[src/rtl/m72_pkg.sv]
// Shared M72 sound-path definitions: channel limits, idle vector and the
// channel-select width helper used by the command mailbox.
package m72_pkg;

  localparam int SND_NCH_MAX = 4;

  typedef logic [1:0] snd_ch_t;

  localparam logic [7:0] SND_VEC_IDLE = 8'hFF;

  // Width of a channel-select field; a single channel still needs one bit.
  function automatic int snd_cw(input int nch);
    return (nch > 1) ? $clog2(nch) : 1;
  endfunction

endpackage

[src/rtl/snd_cmd_mailbox_if.sv]
// Host/sound-side bus of the command mailbox. Reply-latch signals exist only
// when SND_REPLY_EN is defined.
interface snd_cmd_mailbox_if #(parameter int NCH = 2);
  import m72_pkg::*;

  localparam int CW = snd_cw(NCH);

  logic           pause;
  logic           host_wr;
  logic [CW-1:0]  host_ch;
  logic [7:0]     host_data;
  logic [NCH-1:0] host_full;
  logic [CW-1:0]  snd_ch;
  logic [7:0]     snd_data;
  logic           snd_pop;
  logic [NCH-1:0] pending;
  logic [NCH-1:0] overflow;
  logic           ext_irq_n;
  logic           int_n;
  logic           nmi_n;
  logic [7:0]     int_vector;
`ifdef SND_REPLY_EN
  logic           snd_reply_wr;
  logic [7:0]     snd_reply_data;
  logic           host_reply_ack;
  logic [7:0]     host_reply;
  logic           host_reply_valid;
`endif

  modport master (
    output pause, host_wr, host_ch, host_data, snd_ch, snd_pop, ext_irq_n,
    input  host_full, snd_data, pending, overflow, int_n, nmi_n, int_vector
`ifdef SND_REPLY_EN
    , output snd_reply_wr, snd_reply_data, host_reply_ack
    , input  host_reply, host_reply_valid
`endif
  );

  modport slave (
    input  pause, host_wr, host_ch, host_data, snd_ch, snd_pop, ext_irq_n,
    output host_full, snd_data, pending, overflow, int_n, nmi_n, int_vector
`ifdef SND_REPLY_EN
    , input  snd_reply_wr, snd_reply_data, host_reply_ack
    , output host_reply, host_reply_valid
`endif
  );

endinterface

[src/rtl/snd_cmd_fifo.sv]
// One mailbox channel: byte FIFO of DEPTH entries with a sticky overflow flag.
// Push and pop arrive already qualified by pause and channel decode.
module snd_cmd_fifo
  import m72_pkg::*;
#(
  parameter int DEPTH = 4
) (
  input  logic       CLK_32M,
  input  logic       reset,
  input  logic       push,
  input  logic       pop,
  input  logic [7:0] din,
  output logic [7:0] dout,
  output logic       full,
  output logic       empty,
  output logic       ovf
);

  localparam int AW   = (DEPTH > 1) ? $clog2(DEPTH) : 1;
  localparam int CNTW = $clog2(DEPTH) + 1;
  localparam logic [AW-1:0]   LAST_PTR = AW'(DEPTH - 1);
  localparam logic [CNTW-1:0] FULL_CNT = CNTW'(DEPTH);

  logic [7:0]      r_mem [DEPTH];
  logic [AW-1:0]   r_wr_ptr;
  logic [AW-1:0]   r_rd_ptr;
  logic [CNTW-1:0] r_count;
  logic            r_ovf;

  logic            w_do_pop;
  logic            w_do_push;
  logic [CNTW-1:0] w_count_nxt;

  assign empty = (r_count == '0);
  assign full  = (r_count == FULL_CNT);
  assign ovf   = r_ovf;
  assign dout  = empty ? SND_VEC_IDLE : r_mem[r_rd_ptr];

  // A pop on a full channel frees the slot the simultaneous push lands in;
  // a pop on an empty channel is dropped so the push still wins.
  assign w_do_pop  = pop & ~empty;
  assign w_do_push = push & (~full | w_do_pop);

  always_comb begin
    // NOTE: default first so every path assigns w_count_nxt; otherwise a latch is inferred.
    w_count_nxt = r_count;
    if (w_do_push && !w_do_pop)
      w_count_nxt = r_count + 1'b1;
    else if (w_do_pop && !w_do_push)
      w_count_nxt = r_count - 1'b1;
  end

  always_ff @(posedge CLK_32M) begin
    // NOTE: non-blocking assignments keep every register sampling pre-edge values.
    if (reset) begin
      r_wr_ptr <= '0;
      r_rd_ptr <= '0;
      r_count  <= '0;
      r_ovf    <= 1'b0;
    end else begin
      r_count <= w_count_nxt;
      if (w_do_push)
        r_wr_ptr <= (r_wr_ptr == LAST_PTR) ? '0 : r_wr_ptr + 1'b1;
      if (w_do_pop)
        r_rd_ptr <= (r_rd_ptr == LAST_PTR) ? '0 : r_rd_ptr + 1'b1;
      if (push && full && !w_do_pop)
        r_ovf <= 1'b1;
    end
  end

  // NOTE: storage is not reset; an empty count already masks stale bytes.
  always_ff @(posedge CLK_32M) begin
    if (w_do_push)
      r_mem[r_wr_ptr] <= din;
  end

endmodule

[src/rtl/snd_cmd_mailbox.sv]
// Main-CPU -> sound-CPU command mailbox: NCH byte FIFOs routed to Z80 INT/NMI
// plus the IM0 vector. SND_REPLY_EN adds a sound -> host reply latch.
module snd_cmd_mailbox
  import m72_pkg::*;
#(
  parameter int             NCH      = 2,
  parameter int             DEPTH    = 4,
  parameter logic [NCH-1:0] NMI_MASK = 2'b10
) (
  input logic               CLK_32M,
  input logic               reset,
  snd_cmd_mailbox_if.slave  bus
);

  localparam int CW    = snd_cw(NCH);
  localparam int NSLOT = 1 << CW;

  logic [NCH-1:0] w_push;
  logic [NCH-1:0] w_pop;
  logic [NCH-1:0] w_full;
  logic [NCH-1:0] w_empty;
  logic [NCH-1:0] w_ovf;
  logic [NCH-1:0] w_pending;
  logic [7:0]     w_dout [NSLOT];
  logic           w_p0_int;

  // Select codes beyond NCH get no FIFO and read back as idle.
  for (genvar g = 0; g < NSLOT; g++) begin : g_ch
    if (g < NCH) begin : g_fifo
      assign w_push[g] = bus.host_wr & ~bus.pause & (bus.host_ch == CW'(g));
      assign w_pop[g]  = bus.snd_pop & ~bus.pause & (bus.snd_ch == CW'(g));

      snd_cmd_fifo #(.DEPTH(DEPTH)) u_fifo (
        .CLK_32M (CLK_32M),
        .reset   (reset),
        .push    (w_push[g]),
        .pop     (w_pop[g]),
        .din     (bus.host_data),
        .dout    (w_dout[g]),
        .full    (w_full[g]),
        .empty   (w_empty[g]),
        .ovf     (w_ovf[g])
      );
    end else begin : g_idle
      assign w_dout[g] = SND_VEC_IDLE;
    end
  end

  assign w_pending     = ~w_empty;
  assign bus.pending   = w_pending;
  assign bus.host_full = w_full;
  assign bus.overflow  = w_ovf;
  assign bus.snd_data  = w_dout[bus.snd_ch];

  assign bus.int_n = ~((|(w_pending & ~NMI_MASK)) | ~bus.ext_irq_n);
  assign bus.nmi_n = ~(|(w_pending & NMI_MASK));

  // Only channel 0 shapes the vector, matching the M72 RST encoding.
  assign w_p0_int       = w_pending[0] & ~NMI_MASK[0];
  assign bus.int_vector = {2'b11, ~w_p0_int, bus.ext_irq_n, 4'b1111};

`ifdef SND_REPLY_EN
  logic [7:0] r_reply;
  logic       r_reply_valid;

  // A write in the same cycle as an ack keeps the latch valid with new data.
  always_ff @(posedge CLK_32M) begin
    if (reset) begin
      r_reply       <= 8'h00;
      r_reply_valid <= 1'b0;
    end else if (!bus.pause) begin
      if (bus.snd_reply_wr) begin
        r_reply       <= bus.snd_reply_data;
        r_reply_valid <= 1'b1;
      end else if (bus.host_reply_ack) begin
        r_reply_valid <= 1'b0;
      end
    end
  end

  assign bus.host_reply       = r_reply;
  assign bus.host_reply_valid = r_reply_valid;
`endif

endmodule
[src/flat_wrapper.sv]
// flat-port wrapper written by rule: the top's interface ports become plain ports
module snd_cmd_mailbox_flat import m72_pkg::*;
#(
  parameter int             NCH      = 2,
  parameter int             DEPTH    = 4,
  parameter logic [NCH-1:0] NMI_MASK = 2'b10
)
  (CLK_32M, reset, bus_pause, bus_host_wr, bus_host_ch, bus_host_data, bus_snd_ch, bus_snd_pop, bus_ext_irq_n, bus_host_full, bus_snd_data, bus_pending, bus_overflow, bus_int_n, bus_nmi_n, bus_int_vector);
  snd_cmd_mailbox_if #(.NCH(NCH)) bus_i ();
  input logic CLK_32M;
  input logic reset;
  input wire logic [$bits(bus_i.pause)-1:0] bus_pause;
  input wire logic [$bits(bus_i.host_wr)-1:0] bus_host_wr;
  input wire logic [$bits(bus_i.host_ch)-1:0] bus_host_ch;
  input wire logic [$bits(bus_i.host_data)-1:0] bus_host_data;
  input wire logic [$bits(bus_i.snd_ch)-1:0] bus_snd_ch;
  input wire logic [$bits(bus_i.snd_pop)-1:0] bus_snd_pop;
  input wire logic [$bits(bus_i.ext_irq_n)-1:0] bus_ext_irq_n;
  output wire logic [$bits(bus_i.host_full)-1:0] bus_host_full;
  output wire logic [$bits(bus_i.snd_data)-1:0] bus_snd_data;
  output wire logic [$bits(bus_i.pending)-1:0] bus_pending;
  output wire logic [$bits(bus_i.overflow)-1:0] bus_overflow;
  output wire logic [$bits(bus_i.int_n)-1:0] bus_int_n;
  output wire logic [$bits(bus_i.nmi_n)-1:0] bus_nmi_n;
  output wire logic [$bits(bus_i.int_vector)-1:0] bus_int_vector;
  assign bus_i.pause = bus_pause;
  assign bus_i.host_wr = bus_host_wr;
  assign bus_i.host_ch = bus_host_ch;
  assign bus_i.host_data = bus_host_data;
  assign bus_i.snd_ch = bus_snd_ch;
  assign bus_i.snd_pop = bus_snd_pop;
  assign bus_i.ext_irq_n = bus_ext_irq_n;
  assign bus_host_full = bus_i.host_full;
  assign bus_snd_data = bus_i.snd_data;
  assign bus_pending = bus_i.pending;
  assign bus_overflow = bus_i.overflow;
  assign bus_int_n = bus_i.int_n;
  assign bus_nmi_n = bus_i.nmi_n;
  assign bus_int_vector = bus_i.int_vector;
  snd_cmd_mailbox #(.NCH(NCH), .DEPTH(DEPTH), .NMI_MASK(NMI_MASK)) u_core (.CLK_32M(CLK_32M), .reset(reset), .bus(bus_i));
endmodule
[config.mk]
export PLATFORM = sky130hd
export DESIGN_NAME = snd_cmd_mailbox_flat
export DESIGN_NICKNAME = d
export VERILOG_FILES = /design/src/rtl/m72_pkg.sv /design/src/rtl/snd_cmd_mailbox_if.sv /design/src/rtl/snd_cmd_fifo.sv /design/src/rtl/snd_cmd_mailbox.sv /design/src/flat_wrapper.sv
export SDC_FILE = /design/constraint.sdc
export NUM_CORES = 1
export LEC_CHECK = 0
export CAP_MARGIN = 0
export CORE_ASPECT_RATIO = 1.1
export CORE_MARGIN = 2
export CORE_UTILIZATION = 40
export DETAILED_ROUTE_END_ITERATION = 8
export HOLD_SLACK_MARGIN = 0.1
export REMOVE_ABC_BUFFERS = 1
export SYNTH_ARGS = -nofsm -noshare
export SYNTH_HDL_FRONTEND = slang
export SYNTH_SLANG_ARGS = --single-unit
[constraint.sdc]
create_clock -name CLK_32M -period 2.7 [get_ports CLK_32M]
set_input_delay 0.27 -clock CLK_32M [delete_from_list [all_inputs] [get_ports CLK_32M]]
set_output_delay 0.27 -clock CLK_32M [all_outputs]
set_load 0.02 [all_outputs]
==> out/metrics.cfg <==
[global_routing]
wire_length_of_the_first_global_routing_pass_um = 10040
pin_count_of_the_biggest_net_entering_global_routing = 19
via_count_of_the_first_global_routing_pass = 1929
number_of_antenna_violations_at_the_first_check_in_global_routing = 0
grt_overflow_total = 0
grt.total_usage_pct = 14.08

[cts]
numCtsBuffers = 9
clk_transition_reported_paths_ns = 0.09
htreeDepth = 3
postCtsSetupRepairBufs = 0
cts.path.max_buffers = 2
clock_tree_from_tritoncts = done
cts-hold-fix-buffers = 0
clock_insertion_delay_worst_skew_ns = 0.35
clockRootBuffer = clkbuf_8
clkSinkCount = 84
post_cts_resize_count = 0

[drt]
route.vias.total = 1865
drt_first_pass_iters = 4
drt_drc_violations_left = 0
drtAntennaViolNets = 0
vias_per_cell = 4.960
dr.first_iter.drc_count = 82
wl_um = 6434
wl_per_cell_um = 17.11

[hold_path]
worst_hold_path.num_cells = 2
hold_start = u_core.g_ch[0].g_fifo.u_fifo.ovf$_SDFFE_PP0P_
timing.hold.worst_endpoint = u_core.g_ch[0].g_fifo.u_fifo.ovf$_SDFFE_PP0P_
hold_path.class = reg2reg

[sta]
worst-slew-pin-transition_ns = 0.6070
report.final.setup_viol = 0
timing_hold_violations_final = 0
slew_viol_final = 0
setup_repair_after_global_routing_missed_its_margin = no
worst_clock_skew_ns = 0.01257
post-route-worst-setup-slack_ns = 0.1246
maxSlewHeadroom_pct = 59.41
fin_hold_ws_ns = 0.4942
setup_total_negative_slack_ns = 0
maxClockFrequency_mhz = 388.3
final_min_period_over_clock_period_pct = 95.39
final.min_clock_period_ns = 2.575

[floorplanning]
io_pins = 40
start_util_pct = 40.80
dieWidth_um = 94.48
die_area_um2 = 9782
core_area_um2 = 8828
dieHeight_um = 103.5
core.rowCount = 36

[place]
placement.io_buffers = 33
detailed_placement_hpwl_um = 4433
dpl_cell_area_um2 = 4029
gp_congestion = 0.7285
pre_cts_worst_setup_slack_ns = -0.003305

[pwr]
power_leakage_nw = 1.465
cellPowerDensity_nw_per_um2 = 672.9
post-layout-total-power_mw = 2.877
irDropWorstVdd_v = 0.0003153

[final_layout]
area_growth_syn_to_layout_pct = 18.69
finish.net_count = 287
final_area_um2 = 4275
drive_gt1_share_pct = 19.47
antenna_diode_count = 0

[setup_path]
cp_data_arrival_time_ns = 2.31
timing_worst_setup_path_type = reg2out
largest_driver_fanout_on_the_critical_path = 5
reg2regPathDepth = 9
timing.rr.start = u_core.g_ch[0].g_fifo.u_fifo.r_count[0]$_SDFFE_PP0P_
critical_path.reg2reg.endpoint = u_core.g_ch[0].g_fifo.u_fifo.r_count[2]$_SDFFE_PP0P_
critPathRequiredTime_ns = 2.43
reg2reg_slack_ns = 0.36
setup.worst_path.start_class = flip-flop
cp-end-kind = primary output

[yosys]
syn-cell-area_um2 = 3602
synth.distinct_cells = 41
postSynthCellCount = 220
postSynthAreaPerCell_um2 = 16.37
yosys_most_used_dff = edfxtp_1
synth_async_sr_flop_share_pct = 0
seq_total_area_yosys_pct = 64.47
ys_warn_count = 0
yosys_register_bits = 84
synth_enable_flop_cells = 64

[flow_run]
maxCapViolations = 0

[status]
outcome = complete, no violations

synthesized netlist by cell type (all sizes together) (4+ instances only):
cell type  number  area share [%]
a21oi           4            0.56
and2            9             1.6
buf            18             3.3
dfxtp          20              11
edfxtp         64              53
ha             12             4.2
inv             9            0.94
mux2i           4             1.1
mux4           16              10
nand2b          6             1.0
nor2            8            0.83
o22a            8             1.9
or3             5             1.1
xor2            4            0.97
final cells by class:
type | instances | area, um^2
well taps | 114 | 142.6
repair buffers | 41 | 390.4
clock inverters | 7 | 122.6
inverters | 9 | 33.78
multi-input cells | 112 | 1140
flip-flops and latches | 84 | 2322
fillers | 777 | 4553
clock buffers | 9 | 123.9
metal layers:
metal / up-vias / part of all wire, % / wire length, um / GRT usage (%)
met2: 51 / 48 / 3071 / 21.63
li1: 891 / - / - / -
met1: 916 / 45 / 2871 / 18.39
met5: - / 0 / 0 / 0
met3: 7 / 6.6 / 424 / 5.455
met4: 0 / 1.0 / 67 / 4.658
how the worst max path moves through the flow:
stage                     depth (start not counted)                                                   end                                                 start
after floorplan                                   9  u_core.g_ch[0].g_fifo.u_fifo.r_count[2]$_SDFFE_PP0P_  u_core.g_ch[0].g_fifo.u_fifo.r_count[0]$_SDFFE_PP0P_
after global routing                              4                                       bus_snd_data[3]                                             flip-flop
after CTS                                         4                                       bus_snd_data[3]                                             flip-flop
final                                             4                                       bus_snd_data[3]                                             flip-flop
after detailed placement                          9  u_core.g_ch[0].g_fifo.u_fifo.r_count[2]$_SDFFE_PP0P_                                             bus_pause
after global placement                            9  u_core.g_ch[0].g_fifo.u_fifo.r_count[2]$_SDFFE_PP0P_                                             bus_pause
cell families after synthesis:
| logic type | share of synthesized area [%] |
|---|---|
| AO/OA/AOI/OAI | 4.758 |
| XOR/XNOR | 0.9725 |
| adder cells (fa/ha/maj) | 5.280 |
| buffers and inverters | 4.411 |
| flip-flops | 64.47 |
| multiplexers | 12.16 |
| other | 0.1041 |
| AND/OR/NAND/NOR | 7.850 |
cells in the final DEF (no fill, tap or decap), types with 4 or more instances in the layout:
cell type,count
edfxtp_1,64
buf_4,8
o22a_1,8
clkdlybuf4s50_1,33
mux4_2,16
xor2_1,4
and2_1,9
conb_1,6
ha_1,12
nor2_1,8
dfxtp_1,20
clkbuf_8,9
inv_1,8
a21oi_1,4
nand2b_1,6
mux2i_1,4
worst max-delay path, cell delays in order, from the launching register on:
cell,delay [ns]
dfxtp_1,0.45
buf_4,0.23
mux4_2,0.53
o22a_1,0.21
clkdlybuf4s50_1,0.53
metrics by stage:
stage | cells | utilization (%)
after global routing | 376 | 48.43
after floorplan | 205 | -
after detailed placement | 360 | 45.63
after global placement | 360 | 45.63
final | 376 | 48.43
after CTS | 376 | 48.43
state kept, by name, indices dropped and copies added, names as in the netlist, named ones only:
name	count
u_core.g_ch.g_fifo.u_fifo.r_rd_ptr	4
u_core.g_ch.g_fifo.u_fifo.ovf	2
u_core.g_ch.g_fifo.u_fifo.r_mem	64
u_core.g_ch.g_fifo.u_fifo.r_wr_ptr	4
u_core.g_ch.g_fifo.u_fifo.r_count	6
report_power, final:
part	leakage, nW	switching (mW)	internal, mW
Combinational	0.603	0.180	0.170
Clock	0.122	0.468	0.622
Sequential	0.740	0.0218	1.41
Power figures use the tool's default switching activity.
